--- config.mk ---
export PLATFORM = sky130hd
export DESIGN_NAME = dvp_tx_frame_gen
export DESIGN_NICKNAME = d
export VERILOG_FILES = /design/src/rtl/dvp_pkg.sv /design/src/rtl/dvp_pclk_gen.sv /design/src/rtl/dvp_tx_frame_gen.sv
export SDC_FILE = /design/constraint.sdc
export NUM_CORES = 1
export LEC_CHECK = 0
export CAP_MARGIN = 10
export CELL_PAD_IN_SITES_DETAIL_PLACEMENT = 0
export CELL_PAD_IN_SITES_GLOBAL_PLACEMENT = 1
export CORE_MARGIN = 4
export CORE_UTILIZATION = 44
export CTS_BUF_LIST = sky130_fd_sc_hd__clkbuf_16
export CTS_CLUSTER_DIAMETER = 60
export DETAILED_ROUTE_END_ITERATION = 7
export GPL_TIMING_DRIVEN = 0
export PLACE_DENSITY_LB_ADDON = 0.1
export SETUP_SLACK_MARGIN = 0.2
export SKIP_LAST_GASP = 1
export SYNTH_ARGS = -nofsm -noshare
export SYNTH_HDL_FRONTEND = slang
export SYNTH_SLANG_ARGS = --single-unit
--- constraint.sdc ---
create_clock -name clk -period 6.6 [get_ports clk]
set_input_delay 1.32 -clock clk [delete_from_list [all_inputs] [get_ports clk]]
set_output_delay 1.32 -clock clk [all_outputs]
set_load 0.01 [all_outputs]
--- src/rtl/dvp_pkg.sv ---
`default_nettype none
// ============================================================================
//  Module   : dvp_pkg
//  Purpose  : Shared DVP definitions: transmitter/receiver state encodings,
//             default video timing and a counter-width helper.
//  Revision : 1.0
// ============================================================================
package dvp_pkg;

    localparam int c_DVP_DATA_W = 8;
    localparam int c_RGB_PXL_W  = 16;
    localparam int c_PCLK_HALF  = 2;
    localparam int c_H_ACTIVE   = 640;
    localparam int c_H_BLANK    = 144;
    localparam int c_H_SYNC     = 16;
    localparam int c_V_ACTIVE   = 480;
    localparam int c_V_SYNC     = 3;
    localparam int c_V_BP       = 17;
    localparam int c_V_FP       = 10;

    typedef enum logic [2:0] {
        TX_IDLE   = 3'd0,
        TX_VSYNC  = 3'd1,
        TX_VBP    = 3'd2,
        TX_ACTIVE = 3'd3,
        TX_VFP    = 3'd4
    } dvp_tx_state_t;

    typedef enum logic [1:0] {
        RX_WAIT_VSYNC = 2'd0,
        RX_WAIT_HREF  = 2'd1,
        RX_CAP_HI     = 2'd2,
        RX_CAP_LO     = 2'd3
    } dvp_rx_state_t;

    // Bits needed to hold 0..n-1, never less than one.
    function automatic int dvp_cnt_w(input int n);
        return (n <= 2) ? 1 : $clog2(n);
    endfunction

endpackage
`default_nettype wire

--- src/rtl/dvp_pclk_gen.sv ---
`default_nettype none
// ============================================================================
//  Module   : dvp_pclk_gen
//  Purpose  : Free-running pixel clock divider with a fall-cycle strobe.
//  Revision : 1.0
// ============================================================================
module dvp_pclk_gen
    import dvp_pkg::*;
#(
    parameter int PCLK_HALF = c_PCLK_HALF
) (
    input  logic clk,
    input  logic rst,
    output logic pclk_o,
    output logic fall_o
);

    logic r_pclk;
    logic w_toggle;

    generate
        if (PCLK_HALF <= 1) begin : g_div1
            assign w_toggle = 1'b1;
        end else begin : g_divn
            localparam int                 c_DIV_W    = dvp_cnt_w(PCLK_HALF);
            localparam logic [c_DIV_W-1:0] c_DIV_LAST = c_DIV_W'(PCLK_HALF - 1);

            logic [c_DIV_W-1:0] r_div;

            always_ff @(posedge clk or posedge rst) begin
                if (rst) begin
                    r_div <= '0;
                end else if (r_div == c_DIV_LAST) begin
                    r_div <= '0;
                end else begin
                    r_div <= r_div + 1'b1;
                end
            end

            assign w_toggle = (r_div == c_DIV_LAST);
        end
    endgenerate

    always_ff @(posedge clk or posedge rst) begin
        if (rst) begin
            r_pclk <= 1'b0;
        end else if (w_toggle) begin
            r_pclk <= ~r_pclk;
        end
    end

    assign pclk_o = r_pclk;
    // Closing edge of this cycle takes pclk from 1 to 0.
    assign fall_o = r_pclk & w_toggle;

endmodule
`default_nettype wire

--- src/rtl/dvp_tx_frame_gen.sv ---
`default_nettype none
// ============================================================================
//  Module   : dvp_tx_frame_gen
//  Purpose  : DVP transmitter: frame timing FSM, RGB565 byte serialiser,
//             sync generation and underrun tracking.
//  Revision : 1.0
// ============================================================================
module dvp_tx_frame_gen
    import dvp_pkg::*;
#(
    parameter int DVP_DATA_W = c_DVP_DATA_W,
    parameter int RGB_PXL_W  = c_RGB_PXL_W,
    parameter int PCLK_HALF  = c_PCLK_HALF,
    parameter int H_ACTIVE   = c_H_ACTIVE,
    parameter int H_BLANK    = c_H_BLANK,
    parameter int H_SYNC     = c_H_SYNC,
    parameter int V_ACTIVE   = c_V_ACTIVE,
    parameter int V_SYNC     = c_V_SYNC,
    parameter int V_BP       = c_V_BP,
    parameter int V_FP       = c_V_FP
) (
    input  logic                  clk,
    input  logic                  rst,
    input  logic                  enable_i,
    input  logic [RGB_PXL_W-1:0]  pxl_i,
    input  logic                  pxl_vld_i,
    output logic                  pxl_rdy_o,
    input  logic                  underrun_clr_i,
    output logic                  dvp_pclk_o,
    output logic [DVP_DATA_W-1:0] dvp_d_o,
    output logic                  dvp_href_o,
    output logic                  dvp_vsync_o,
    output logic                  dvp_hsync_o,
    output logic                  frame_done_o,
    output logic                  underrun_o
);

    localparam int c_LINE_SLOTS  = 2 * H_ACTIVE + H_BLANK;
    localparam int c_FRAME_LINES = V_SYNC + V_BP + V_ACTIVE + V_FP;
    localparam int c_SLOT_W      = dvp_cnt_w(c_LINE_SLOTS + 1);
    localparam int c_LINE_W      = dvp_cnt_w(c_FRAME_LINES);

    localparam logic [c_SLOT_W-1:0] c_SLOT_LAST  = c_SLOT_W'(c_LINE_SLOTS - 1);
    localparam logic [c_SLOT_W-1:0] c_HREF_END   = c_SLOT_W'(2 * H_ACTIVE);
    localparam logic [c_SLOT_W-1:0] c_HSYNC_END  = c_SLOT_W'(2 * H_ACTIVE + H_SYNC);
    localparam logic [c_LINE_W-1:0] c_VSYNC_LAST = c_LINE_W'(V_SYNC - 1);
    localparam logic [c_LINE_W-1:0] c_VBP_LAST   = c_LINE_W'(V_SYNC + V_BP - 1);
    localparam logic [c_LINE_W-1:0] c_ACT_LAST   = c_LINE_W'(V_SYNC + V_BP + V_ACTIVE - 1);
    localparam logic [c_LINE_W-1:0] c_FRAME_LAST = c_LINE_W'(c_FRAME_LINES - 1);

    logic                  w_fall;
    dvp_tx_state_t         r_state;
    dvp_tx_state_t         w_state_nxt;
    logic [c_SLOT_W-1:0]   r_slot;
    logic [c_SLOT_W-1:0]   w_slot_nxt;
    logic [c_LINE_W-1:0]   r_line;
    logic [c_LINE_W-1:0]   w_line_nxt;
    logic                  w_frame_end;
    logic                  w_href_nxt;
    logic                  w_hsync_nxt;
    logic                  w_vsync_nxt;
    logic                  w_hi_nxt;
    logic [DVP_DATA_W-1:0] r_d;
    logic [DVP_DATA_W-1:0] r_lo;
    logic                  r_href;
    logic                  r_vsync;
    logic                  r_hsync;
    logic                  r_underrun;

    dvp_pclk_gen #(
        .PCLK_HALF (PCLK_HALF)
    ) u_pclk_gen (
        .clk    (clk),
        .rst    (rst),
        .pclk_o (dvp_pclk_o),
        .fall_o (w_fall)
    );

    // Counters describe the slot currently on the bus; the line counter spans
    // the whole frame so state changes fall on fixed line indices.
    always_ff @(posedge clk or posedge rst) begin
        if (rst) begin
            r_state <= TX_IDLE;
            r_slot  <= '0;
            r_line  <= '0;
        end else if (w_fall) begin
            r_state <= w_state_nxt;
            r_slot  <= w_slot_nxt;
            r_line  <= w_line_nxt;
        end
    end

    always_comb begin
        w_state_nxt = r_state;
        w_slot_nxt  = r_slot;
        w_line_nxt  = r_line;
        w_frame_end = 1'b0;

        if (r_state == TX_IDLE) begin
            if (enable_i) begin
                w_state_nxt = TX_VSYNC;
            end
        end else if (r_slot != c_SLOT_LAST) begin
            w_slot_nxt = r_slot + 1'b1;
        end else begin
            w_slot_nxt = '0;
            w_line_nxt = r_line + 1'b1;
            case (r_state)
                TX_VSYNC:  if (r_line == c_VSYNC_LAST) w_state_nxt = TX_VBP;
                TX_VBP:    if (r_line == c_VBP_LAST)   w_state_nxt = TX_ACTIVE;
                TX_ACTIVE: if (r_line == c_ACT_LAST)   w_state_nxt = TX_VFP;
                TX_VFP: begin
                    if (r_line == c_FRAME_LAST) begin
                        w_line_nxt  = '0;
                        w_frame_end = 1'b1;
                        w_state_nxt = enable_i ? TX_VSYNC : TX_IDLE;
                    end
                end
                default:   w_state_nxt = TX_IDLE;
            endcase
        end

        w_href_nxt  = (w_state_nxt == TX_ACTIVE) && (w_slot_nxt < c_HREF_END);
        w_vsync_nxt = (w_state_nxt == TX_VSYNC);
        w_hsync_nxt = ((w_state_nxt == TX_VBP) || (w_state_nxt == TX_ACTIVE) ||
                       (w_state_nxt == TX_VFP)) &&
                      (w_slot_nxt >= c_HREF_END) && (w_slot_nxt < c_HSYNC_END);
        // Active region starts at slot 0, so even slots carry the high byte.
        w_hi_nxt    = w_href_nxt && !w_slot_nxt[0];
    end

    assign pxl_rdy_o    = w_fall & w_hi_nxt;
    assign frame_done_o = w_fall & w_frame_end;

    always_ff @(posedge clk or posedge rst) begin
        if (rst) begin
            r_d        <= '0;
            r_lo       <= '0;
            r_href     <= 1'b0;
            r_vsync    <= 1'b0;
            r_hsync    <= 1'b0;
            r_underrun <= 1'b0;
        end else begin
            if (w_fall) begin
                r_href  <= w_href_nxt;
                r_vsync <= w_vsync_nxt;
                r_hsync <= w_hsync_nxt;
                if (w_hi_nxt) begin
                    if (pxl_vld_i) begin
                        r_d  <= pxl_i[RGB_PXL_W-1 -: DVP_DATA_W];
                        r_lo <= pxl_i[DVP_DATA_W-1:0];
                    end else begin
                        r_d  <= '0;
                        r_lo <= '0;
                    end
                end else if (w_href_nxt) begin
                    r_d <= r_lo;
                end else begin
                    r_d <= '0;
                end
            end
            if (pxl_rdy_o && !pxl_vld_i) begin
                r_underrun <= 1'b1;
            end else if (underrun_clr_i) begin
                r_underrun <= 1'b0;
            end
        end
    end

    assign dvp_d_o     = r_d;
    assign dvp_href_o  = r_href;
    assign dvp_vsync_o = r_vsync;
    assign dvp_hsync_o = r_hsync;
    assign underrun_o  = r_underrun;

endmodule
`default_nettype wire

# == Word level (Yosys, flattened, before mapping) ==
# Index checks and enable logic that the tools add are counted.
# totals
ff_bits,45
in_bits,21
# classes
addsub,3
n_eq_ne,13
order_cmp,3
n_reduce_logical,13
n_bitwise,6
mux,24
# ops
cell,n
8-bit 2-to-1 mux,4
11-bit < comparator (second input constant),2
11-bit 2-to-1 mux,2
3-bit 2-to-1 mux,7
9-bit == test (second input constant),2
9-bit 2-to-1 mux,2
3-bit by 2-bit == test with 1-bit output (second input constant),4
3-bit case mux with 4 select lines,1
11-bit by 1-bit adder with 11-bit output (second input constant),1
11-bit >= comparator (second input constant),1
11-bit inequality test (second input constant),1
9-bit by 1-bit adder with 9-bit output (second input constant),1
9-bit by 2-bit == test with 1-bit output (second input constant),1
9-bit by 5-bit == test with 1-bit output (second input constant),1
1-bit 2-to-1 mux,8
3-bit by 1-bit == test with 1-bit output (second input constant),2
3-bit == test (second input constant),2
1-bit logical AND,5
1-bit bitwise AND,3
3-bit zero test,1
1-bit inverter,3
3-bit AND reduction,1
1-bit zero test,2
1-bit logical OR,2
other kinds (3),3

# == Depth between registers and ports, before layout ==
# Gate-level depths: netlist (run 1).
# logic_depth
word_depth,11
ltp_mapped,9

# == By module ==
# A second synthesis (run 1) with hierarchy kept.
# hier_totals
hier_cells,291
hier_area_um2,2668.8
# modules_own_cells
mod,seq_area_each_um2,instances,cells_per_inst,area_each_um2
dvp_tx_frame_gen,1076.0,1,285,2595.0
dvp_pclk_gen,50.0,1,6,73.8

# == Least setup slack after synthesis (run 1) ==
# No wires, ideal clock.
# synth_timing
path_kind,register to output
startpoint,register r_slot[0]
endpoint,output port pxl_rdy_o
stages_incl_launch_ff,10
arrival_time_ns,2.479
path_buffers,2
slack_ns,2.801
path_cell_list,dfrtp_1 ha_1 nand3_1 or4_1 buf_2 o211a_4 nor4b_4 nand4_1 buf_4 inv_1
# synth_between
elab_chain_len,7
word_cells_on_any_way,12
cone_classes,1 x add/sub; 1 x order compare; 2 x eq/ne; 4 x mux; 1 x bitwise; 3 x reduce/logical
# synth_lines
item,line,text
"start, declared",dvp_tx_frame_gen.sv:54,logic [c_SLOT_W-1:0] r_slot;
"start signal, assigned",dvp_tx_frame_gen.sv:88,r_slot <= w_slot_nxt;
11-bit by 1-bit adder with 11-bit output or 11-bit inequality test (tied branches),"dvp_tx_frame_gen.sv:104, dvp_tx_frame_gen.sv:103",
11-bit 2-to-1 mux or 3-bit 2-to-1 mux (tied branches),dvp_tx_frame_gen.sv:103,end else if (r_slot != c_SLOT_LAST) begin
11-bit 2-to-1 mux or 3-bit 2-to-1 mux (tied branches),dvp_tx_frame_gen.sv:99,if (r_state == TX_IDLE) begin
11-bit < comparator or 3-bit by 2-bit == test with 1-bit output (tied branches),dvp_tx_frame_gen.sv:123,w_href_nxt = (w_state_nxt == TX_ACTIVE) && (w_slot_nxt < c_HREF_END);
1-bit logical AND,dvp_tx_frame_gen.sv:123,
1-bit logical AND *,dvp_tx_frame_gen.sv:129,w_hi_nxt = w_href_nxt && !w_slot_nxt[0];
1-bit bitwise AND *,dvp_tx_frame_gen.sv:132,assign pxl_rdy_o = w_fall & w_hi_nxt;
"end, declared",dvp_tx_frame_gen.sv:27,"output logic pxl_rdy_o,"
# Every way passes the cells marked *; elsewhere a longest branch is shown, timed or not.

# == Worst setup path after layout (run 1) ==
# Ends and elaborated chain as after synthesis.

==> impl_metrics.prom, run 1 <==
# TYPE chip_impl_metric gauge
chip_impl_info{name="worstSetupStartpointType",value="flop"} 1
chip_impl_metric{name="fp.dieH",unit="µm"} 85.06
chip_impl_metric{name="post_synth_inst_count",unit=""} 302
chip_impl_metric{name="route.final.wire_length",unit="µm"} 6225
chip_impl_metric{name="antenna-diode-count",unit=""} 0
chip_impl_metric{name="slew_viol_final",unit=""} 0
chip_impl_metric{name="via_per_instance_ratio",unit=""} 5.510
chip_impl_metric{name="max_freq",unit="MHz"} 203.2
chip_impl_metric{name="timing.critical_path.fanout_max",unit=""} 10
chip_impl_metric{name="grt_first_pass_wirelength",unit="µm"} 10470
chip_impl_metric{name="via_count",unit=""} 2303
chip_impl_info{name="netlist_top_cells_area",value="dfrtp_1 (43%), nand2_1 (6.5%), o21ai_0 (5.6%), mux2i_1 (3.8%), nor2_1 (3.3%)"} 1
chip_impl_metric{name="initial_core_util",unit=""} 0.4631
chip_impl_metric{name="tightestPinTransition",unit="ns"} 0.6574
chip_impl_metric{name="grt.overflow.total",unit=""} 0
chip_impl_metric{name="critical_path_arrival",unit="ns"} 3.60
chip_impl_metric{name="cts_resized",unit=""} 0
chip_impl_info{name="end_kind",value="output pin"} 1
chip_impl_info{name="synthFlopType",value="dfrtp_1"} 1
chip_impl_metric{name="placement_rows",unit=""} 27
chip_impl_metric{name="fp.dieArea",unit="µm²"} 7234
chip_impl_metric{name="final-hold-violation-count",unit=""} 0
chip_impl_info{name="run_status",value="completed"} 1
chip_impl_metric{name="route.detailed.wl_per_inst",unit="µm"} 14.89
chip_impl_metric{name="clk_latency_worst_skew_pair",unit="ns"} 0.29
chip_impl_metric{name="detailedRoute.firstPassIterationCount",unit=""} 4
chip_impl_metric{name="cts_buffers",unit=""} 5
chip_impl_metric{name="syn_to_final_growth",unit="%"} 22.94
chip_impl_info{name="rsz0062_at_grt",value="no"} 1
chip_impl_metric{name="post_cts_buffers",unit=""} 0
chip_impl_metric{name="cts.path.max_buffers",unit=""} 2
chip_impl_metric{name="post_route_cells_drive_above_1_share",unit=""} 0.06069
chip_impl_metric{name="drc",unit=""} 0
chip_impl_info{name="start_to_end_type_of_the_worst_setup_path",value="flop to output pin"} 1
chip_impl_metric{name="first_iter_violations",unit=""} 166
chip_impl_metric{name="postRouteAntennaNets",unit=""} 0
chip_impl_metric{name="detailedPlacementHpwl",unit="µm"} 4628
chip_impl_metric{name="fillers",unit=""} 550
chip_impl_metric{name="cts.sinks",unit=""} 45
chip_impl_metric{name="htreeDepth",unit=""} 2
chip_impl_metric{name="finalWeightedCongestion",unit=""} 0.7884
chip_impl_metric{name="synth_enable_flop_cells",unit=""} 0
chip_impl_info{name="tritoncts",value="done"} 1
chip_impl_metric{name="grt_usage",unit=""} 0.1809
chip_impl_metric{name="synth_seq_cells",unit=""} 45
chip_impl_info{name="min_path_type",value="flop to flop"} 1
chip_impl_metric{name="cp_data_required_time",unit="ns"} 5.28
chip_impl_metric{name="slew-limit-headroom",unit=""} 0.5601
chip_impl_metric{name="synth.yosys.warnings",unit=""} 0
chip_impl_metric{name="final_net_count",unit=""} 370
chip_impl_metric{name="hold_buffers",unit=""} 0
chip_impl_metric{name="fin_worst_skew",unit="ns"} 0.002688
chip_impl_metric{name="port_buffers",unit=""} 34
chip_impl_metric{name="mappedNetlistArea",unit="µm²"} 2613
chip_impl_metric{name="grt_start_max_net_pins",unit=""} 31
chip_impl_metric{name="dieWidth",unit="µm"} 85.06
chip_impl_metric{name="max-cap-violations",unit=""} 0
chip_impl_metric{name="coreArea",unit="µm²"} 5642
chip_impl_metric{name="number_of_antenna_violations_at_the_first_check_in_global_routing",unit=""} 0
chip_impl_metric{name="ir_drop",unit="µV"} 95.85
chip_impl_metric{name="finalCriticalPeriod",unit="ns"} 4.921
chip_impl_metric{name="fin_ws",unit="ns"} 1.679
chip_impl_metric{name="p_per_area",unit="nW/µm²"} 168.7
chip_impl_metric{name="postSynthAreaPerCell",unit="µm²"} 8.651
chip_impl_metric{name="post-route-period-util",unit=""} 0.7456
chip_impl_metric{name="setup_tns",unit="ns"} 0
chip_impl_metric{name="synth_top_area_frac",unit=""} 0.4310
chip_impl_metric{name="overall_power",unit="W"} 0.0005420
chip_impl_info{name="clock_tree.root_cell",value="clkbuf_16"} 1
chip_impl_metric{name="clkSlewWorstSetupHoldPaths",unit="ns"} 0.06
chip_impl_metric{name="synth_cell_type_count",unit=""} 54
chip_impl_metric{name="ioPinCount",unit=""} 36
chip_impl_metric{name="ys_async_sr_fraction",unit=""} 1.000
chip_impl_metric{name="synth-seq-area-share",unit=""} 0.4310
chip_impl_metric{name="syn-num-nets",unit=""} 327
chip_impl_metric{name="power.leakage",unit="nW"} 1.394
chip_impl_info{name="synth_top_cell_by_area",value="dfrtp_1"} 1
chip_impl_metric{name="first_global_vias",unit=""} 2066
chip_impl_metric{name="dp_slack",unit="ns"} 2.019
chip_impl_metric{name="finalSetupViolations",unit=""} 0
==> path summary, 6_finish.rpt <==
path / start / endpoint / slack (ns) / depth (start not counted)
worst max-delay path: r_slot[0] / pxl_rdy_o / 1.68 / 10
min in group asynchronous: rst / underrun_o / 1.34 / 2
max in group asynchronous: rst / dvp_href_o / 4.78 / 3
worst min-delay path: dvp_d_o[0] / dvp_d_o[0] / 0.48 / 2
worst max register to register: r_slot[0] / dvp_d_o[0] / 3.55 / 9
worst min register to register: dvp_d_o[0] / dvp_d_o[0] / 0.48 / 2
==> worst max-delay path, stage by stage, from the launching register on <==
cell	delay, ns
dfrtp_1	0.48
ha_1	0.31
nand3_1	0.25
or4_1	0.56
buf_2	0.21
o211a_4	0.29
nor4b_4	0.28
nand4_1	0.13
buf_4	0.21
inv_1	0.06
clkdlybuf4s50_1	0.53
==> metal layers <==
metal	vias up	part of all wire	wire [µm]	GRT usage
met2	32	0.47	2926	0.2726
li1	1167	-	-	-
met4	0	0.011	68	0.04748
met3	6	0.039	243	0.03592
met5	-	0	0	0
met1	1098	0.48	2987	0.2653
==> sequential cells by signal (all words and copies together), names as in the netlist <==
register / cells
dvp_d_o: 8
dvp_href_o: 1
dvp_hsync_o: 1
dvp_vsync_o: 1
u_pclk_gen.g_divn.r_div: 1
r_line: 9
r_state: 3
r_lo: 8
underrun_o: 1
r_slot: 11
u_pclk_gen.pclk_o: 1
==> layout by cell type, fill, tap and decap left out, types with 2 or more instances in the layout <==
master	n
ha_1	4
xnor2_1	5
or3_1	4
buf_2	2
nor4_1	3
and2_1	2
nand3b_1	2
nand2b_1	3
nand4_1	9
xor2_1	4
clkbuf_1	12
nor3_1	9
a21o_1	3
inv_1	16
a21oi_1	5
dfrtp_1	45
a22o_1	2
or4_1	5
and3_1	2
a31oi_1	11
nand2_1	45
o21ai_0	29
o31ai_1	3
clkdlybuf4s50_1	34
clkbuf_16	5
mux2i_1	10
nor2_1	23
clkinvlp_4	2
nand3_1	17
==> cell usage after synthesis (all sizes together) (2+ instances only) <==
master	instances
dfrtp	45
nand2	45
o21ai	29
nor2	24
nand3	17
inv	16
clkbuf	13
a31oi	11
mux2i	10
nand4	9
nor3	9
a21oi	6
or4	5
xnor2	5
ha	4
or3	4
xor2	4
a21o	3
buf	3
nand2b	3
nor4	3
o31ai	3
a22o	2
and2	2
and3	2
nand3b	2
nor4b	2
o211a	2
or4b	2
==> cells by family (layout without fill, tap and decap cells) <==
| logic type | Yosys count | after routing | share of synthesized area |
|---|---|---|---|
| AOI/OAI and AO/OA | 67 | 67 | 0.1633 |
| xor gates and xnor gates | 9 | 9 | 0.03017 |
| buffers and inverters | 32 | 76 | 0.05124 |
| adders and majority gates | 4 | 4 | 0.01916 |
| and+or+nand+nor | 134 | 134 | 0.2624 |
| DFF | 45 | 45 | 0.4310 |
| muxes | 11 | 11 | 0.04263 |
==> power by group <==
part / total, W / switching, W / leakage, nW / internal (W)
Sequential: 0.000276 / 0.00000000000000000000567 / 0.562 / 0.000276
Combinational: 0.0000214 / 0.00000938 / 0.765 / 0.0000120
Clock: 0.000245 / 0.000106 / 0.0672 / 0.000139
==> area by class of cell <==
| class | count | area [µm²] | area share |
|---|---|---|---|
| well taps | 72 | 90.09 | 0.02805 |
| repair buffers | 36 | 365.4 | 0.1138 |
| inverters | 16 | 60.06 | 0.01870 |
| multi-input cells | 225 | 1353 | 0.4211 |
| flip-flops and latches | 45 | 1126 | 0.3506 |
| clock inverters | 3 | 18.77 | 0.005843 |
| plain buffers | 16 | 73.82 | 0.02298 |
| clock buffers | 5 | 125.1 | 0.03896 |
==> through the flow <==
step / instances / cell area (µm²) / hold WS [ns] / util
floorplan: 302 / 2613 / 0.4739 / -
global placement: 408 / 3043 / 0.4604 / 0.5394
detailed placement: 410 / 3068 / 0.4690 / 0.5438
CTS: 418 / 3212 / 0.4833 / 0.5693
global route: 418 / 3212 / 0.5060 / 0.5693
finish: 418 / 3212 / 0.4768 / 0.5693
No activity file was read; power rests on OpenSTA's default activity.
==> run 2: changes to the inputs <==
- CORE_UTILIZATION: 44 -> 41
- clock period: 6.6 -> 5 ns (I/O delays scaled with it)
==> run 2 against run 1 <==
Sequential share of layout area is 0.14 points lower. Register-to-register slack got worse by 1.5 ns. First-iteration DRC count is 35% lower. Sequential cell count is the same. Highest routed layer unchanged.
==> impl_metrics.prom, run 2 (synthesized netlist as in run 1, its figures left out) <==
# TYPE chip_impl_metric gauge
chip_impl_info{name="run_status",value="completed"} 1
chip_impl_metric{name="initial_core_util",unit=""} 0.4310
chip_impl_metric{name="fillers",unit=""} 593
chip_impl_metric{name="area_of_all_placed_cells_without_fillers",unit="µm²"} 3224
chip_impl_info{name="busiest_layer",value="met2"} 1
chip_impl_metric{name="via_count",unit=""} 2291
chip_impl_info{name="rsz0062_at_grt",value="no"} 1
chip_impl_metric{name="fp.dieH",unit="µm"} 87.83
chip_impl_metric{name="number_of_antenna_violations_at_the_first_check_in_global_routing",unit=""} 0
chip_impl_metric{name="route.detailed.wl_per_inst",unit="µm"} 15.16
chip_impl_metric{name="drc",unit=""} 0
chip_impl_metric{name="max_stage_delay",unit="ns"} 0.54
chip_impl_info{name="worstSetupStartpointType",value="flop"} 1
chip_impl_metric{name="cellInternalPower",unit="W"} 0.0005658
chip_impl_metric{name="detailedRoute.firstPassIterationCount",unit=""} 4
chip_impl_metric{name="via_per_instance_ratio",unit=""} 5.455
chip_impl_info{name="largest_register",value="r_slot"} 1
chip_impl_metric{name="pwr-share-clk",unit=""} 0.459
chip_impl_metric{name="clk_latency_worst_skew_pair",unit="ns"} 0.29
chip_impl_info{name="largest_registers",value="r_slot x11, r_line x9"} 1
chip_impl_metric{name="cts_buffers",unit=""} 5
chip_impl_metric{name="postRouteAntennaNets",unit=""} 0
chip_impl_metric{name="met3_usage",unit=""} 0.03669
chip_impl_metric{name="grt.overflow.total",unit=""} 0
chip_impl_metric{name="ir_drop",unit="µV"} 158.4
chip_impl_metric{name="first_global_vias",unit=""} 2207
chip_impl_metric{name="post-route-period-util",unit=""} 0.9196
chip_impl_metric{name="postPlaceCellArea",unit="µm²"} 3067
chip_impl_metric{name="first_iter_violations",unit=""} 108
chip_impl_metric{name="timing.critical_path.fanout_max",unit=""} 10
chip_impl_metric{name="power.leakage",unit="nW"} 1.392
chip_impl_info{name="r2r-start",value="r_slot[0]"} 1
chip_impl_metric{name="antenna-diode-count",unit=""} 0
chip_impl_metric{name="clkSlewWorstSetupHoldPaths",unit="ns"} 0.06
chip_impl_info{name="timing.critical_path.slowest_stage_cell",value="or4_1"} 1
chip_impl_metric{name="max-cap-violations",unit=""} 0
chip_impl_metric{name="p_per_area",unit="nW/µm²"} 224.7
chip_impl_metric{name="port_buffers",unit=""} 34
chip_impl_info{name="start_to_end_type_of_the_worst_setup_path",value="flop to output pin"} 1
chip_impl_metric{name="finalCriticalPeriod",unit="ns"} 4.598
chip_impl_metric{name="post_cts_buffers",unit=""} 0
chip_impl_metric{name="slew_viol_final",unit=""} 0
chip_impl_metric{name="fp.dieArea",unit="µm²"} 7713
chip_impl_metric{name="grt_usage",unit=""} 0.1788
chip_impl_metric{name="ioPinCount",unit=""} 36
chip_impl_metric{name="critical_path_arrival",unit="ns"} 3.60
chip_impl_metric{name="power.combinational.fraction",unit=""} 0.039
chip_impl_metric{name="fin_worst_skew",unit="ns"} 0.003445
chip_impl_info{name="timing.critical_path.cells",value="ha_1 -> nand3_2 -> or4_1 -> buf_2 -> o211a_4 -> nor4b_4 -> nand4_1 -> buf_4 -> inv_1 -> clkdlybuf4s50_1"} 1
chip_impl_metric{name="tightestPinTransition",unit="ns"} 0.7676
chip_impl_metric{name="finalWeightedCongestion",unit=""} 0.8215
chip_impl_metric{name="cts.sinks",unit=""} 45
chip_impl_metric{name="final_net_count",unit=""} 369
chip_impl_metric{name="worst_reg2reg_path_length_in_cells",unit=""} 8
chip_impl_metric{name="finalSetupViolations",unit=""} 0
chip_impl_metric{name="grt_first_pass_wirelength",unit="µm"} 10880
chip_impl_info{name="critical_path.startpoint",value="r_slot[0]"} 1
chip_impl_metric{name="detailedPlacementHpwl",unit="µm"} 4627
chip_impl_metric{name="net-switching-power",unit="W"} 0.0001586
chip_impl_info{name="setup.worst_path.end",value="pxl_rdy_o"} 1
chip_impl_metric{name="grt_start_max_net_pins",unit=""} 34
chip_impl_metric{name="max_freq",unit="MHz"} 217.5
chip_impl_metric{name="cp_data_required_time",unit="ns"} 4.00
chip_impl_metric{name="cp_num_cells",unit=""} 10
chip_impl_info{name="path_delay_family",value="simple AND/OR/NAND/NOR gates"} 1
chip_impl_info{name="clock_tree.root_cell",value="clkbuf_16"} 1
chip_impl_metric{name="slew-limit-headroom",unit=""} 0.4840
chip_impl_metric{name="htreeDepth",unit=""} 2
chip_impl_metric{name="cts.path.max_buffers",unit=""} 2
chip_impl_metric{name="final-hold-violation-count",unit=""} 0
chip_impl_metric{name="syn_to_final_growth",unit="%"} 23.42
chip_impl_metric{name="setup_tns",unit="ns"} 0
chip_impl_metric{name="placement_rows",unit=""} 28
chip_impl_info{name="min_path_type",value="flop to flop"} 1
chip_impl_metric{name="seq_power_share",unit=""} 0.502
chip_impl_metric{name="coreArea",unit="µm²"} 6061
chip_impl_metric{name="global_route.usage.met1",unit=""} 0.2572
chip_impl_info{name="end_kind",value="output pin"} 1
chip_impl_metric{name="hold_buffers",unit=""} 0
chip_impl_metric{name="cp_num_buf_inv",unit=""} 4
chip_impl_metric{name="ff2ff_setup_slack",unit="ns"} 2.01
chip_impl_info{name="tritoncts",value="done"} 1
chip_impl_metric{name="switching_share_of_total_power",unit=""} 0.2189
chip_impl_metric{name="dieWidth",unit="µm"} 87.83
chip_impl_metric{name="post_route_cells_drive_above_1_share",unit=""} 0.06667
chip_impl_info{name="crit-reg2reg-capture",value="dvp_d_o[2]"} 1
chip_impl_info{name="most-common-layout-cells",value="nand2_1 (45), dfrtp_1 (45), clkdlybuf4s50_1 (34), o21ai_0 (29), nor2_1 (23)"} 1
chip_impl_metric{name="grt.met2_usage",unit=""} 0.2740
chip_impl_metric{name="route.final.wire_length",unit="µm"} 6369
chip_impl_metric{name="largest_register_ffs",unit=""} 11
[run 2: worst min path at each step]
stage	startpoint	endpoint	slack [ns]	cells after the start
CTS	dvp_href_o	dvp_href_o	0.48	2
floorplan	r_slot[3]	r_slot[3]	0.47	1
global route	dvp_d_o[0]	dvp_d_o[0]	0.52	2
global placement	dvp_d_o[3]	dvp_d_o[3]	0.46	2
finish	dvp_href_o	dvp_href_o	0.48	2
detailed placement	dvp_href_o	dvp_href_o	0.47	2
[run 2: final cells by class]
class,instances,area (µm²),share of cell area
Buffer,16,73.82,0.02289
Clock buffer,5,125.1,0.03880
Clock inverter,3,21.27,0.006597
Inverter,16,60.06,0.01863
Multi-Input combinational cell,225,1364,0.4230
Sequential cell,45,1126,0.3492
Tap cell,75,93.84,0.02910
Timing Repair Buffer,35,360.3,0.1118
[run 2: layer usage]
layer  wire length, µm  vias to the layer above  share of wire
met1              3232                     1085           0.51
met5                 0                        -              0
met3               187                        5          0.029
met2              2906                       35           0.46
li1                  -                     1166              -
met4                42                        0         0.0066
[run 2: power by group through the flow]
stage	registers, W	logic (W)	clock network (W)
6_report	0.000364	0.0000282	0.000332
5_1_grt	0.000364	0.0000314	0.000358
4_1_cts	0.000364	0.0000290	0.000344
3_5_place_dp	0.000371	0.0000290	0
3_3_place_gp	0.000371	0.0000270	0
2_1_floorplan	0.000371	0.00000867	0
[run 2: per-stage QoR]
step | total power [W] | std cells | utilization | setup WS (ns) | hold slack, ns
after floorplan | 0.0003795 | 302 | - | 1.521 | 0.4739
after global placement | 0.0003978 | 411 | 0.5027 | 0.3148 | 0.4618
after detailed placement | 0.0003999 | 412 | 0.5060 | 0.3298 | 0.4681
after CTS | 0.0007364 | 420 | 0.5312 | 0.3228 | 0.4849
after global routing | 0.0007530 | 420 | 0.5320 | 0.2140 | 0.5200
final | 0.0007244 | 420 | 0.5320 | 0.4021 | 0.4781
[run 2: timing repair]
action | 4_1_cts | 5_1_grt
pin swaps | 0 | 0
setup endpoints to repair | 2 | 1
gates resized for setup | 1 | 1
[run 2: worst register-to-register path, delay by kind of cell (launching register included)]
kind / cells / cell delay [ns]
simple gates: 4 / 1.31
buf+inv: 1 / 0.21
compound gates: 2 / 0.56
flops: 1 / 0.49
fa+ha+maj: 1 / 0.35
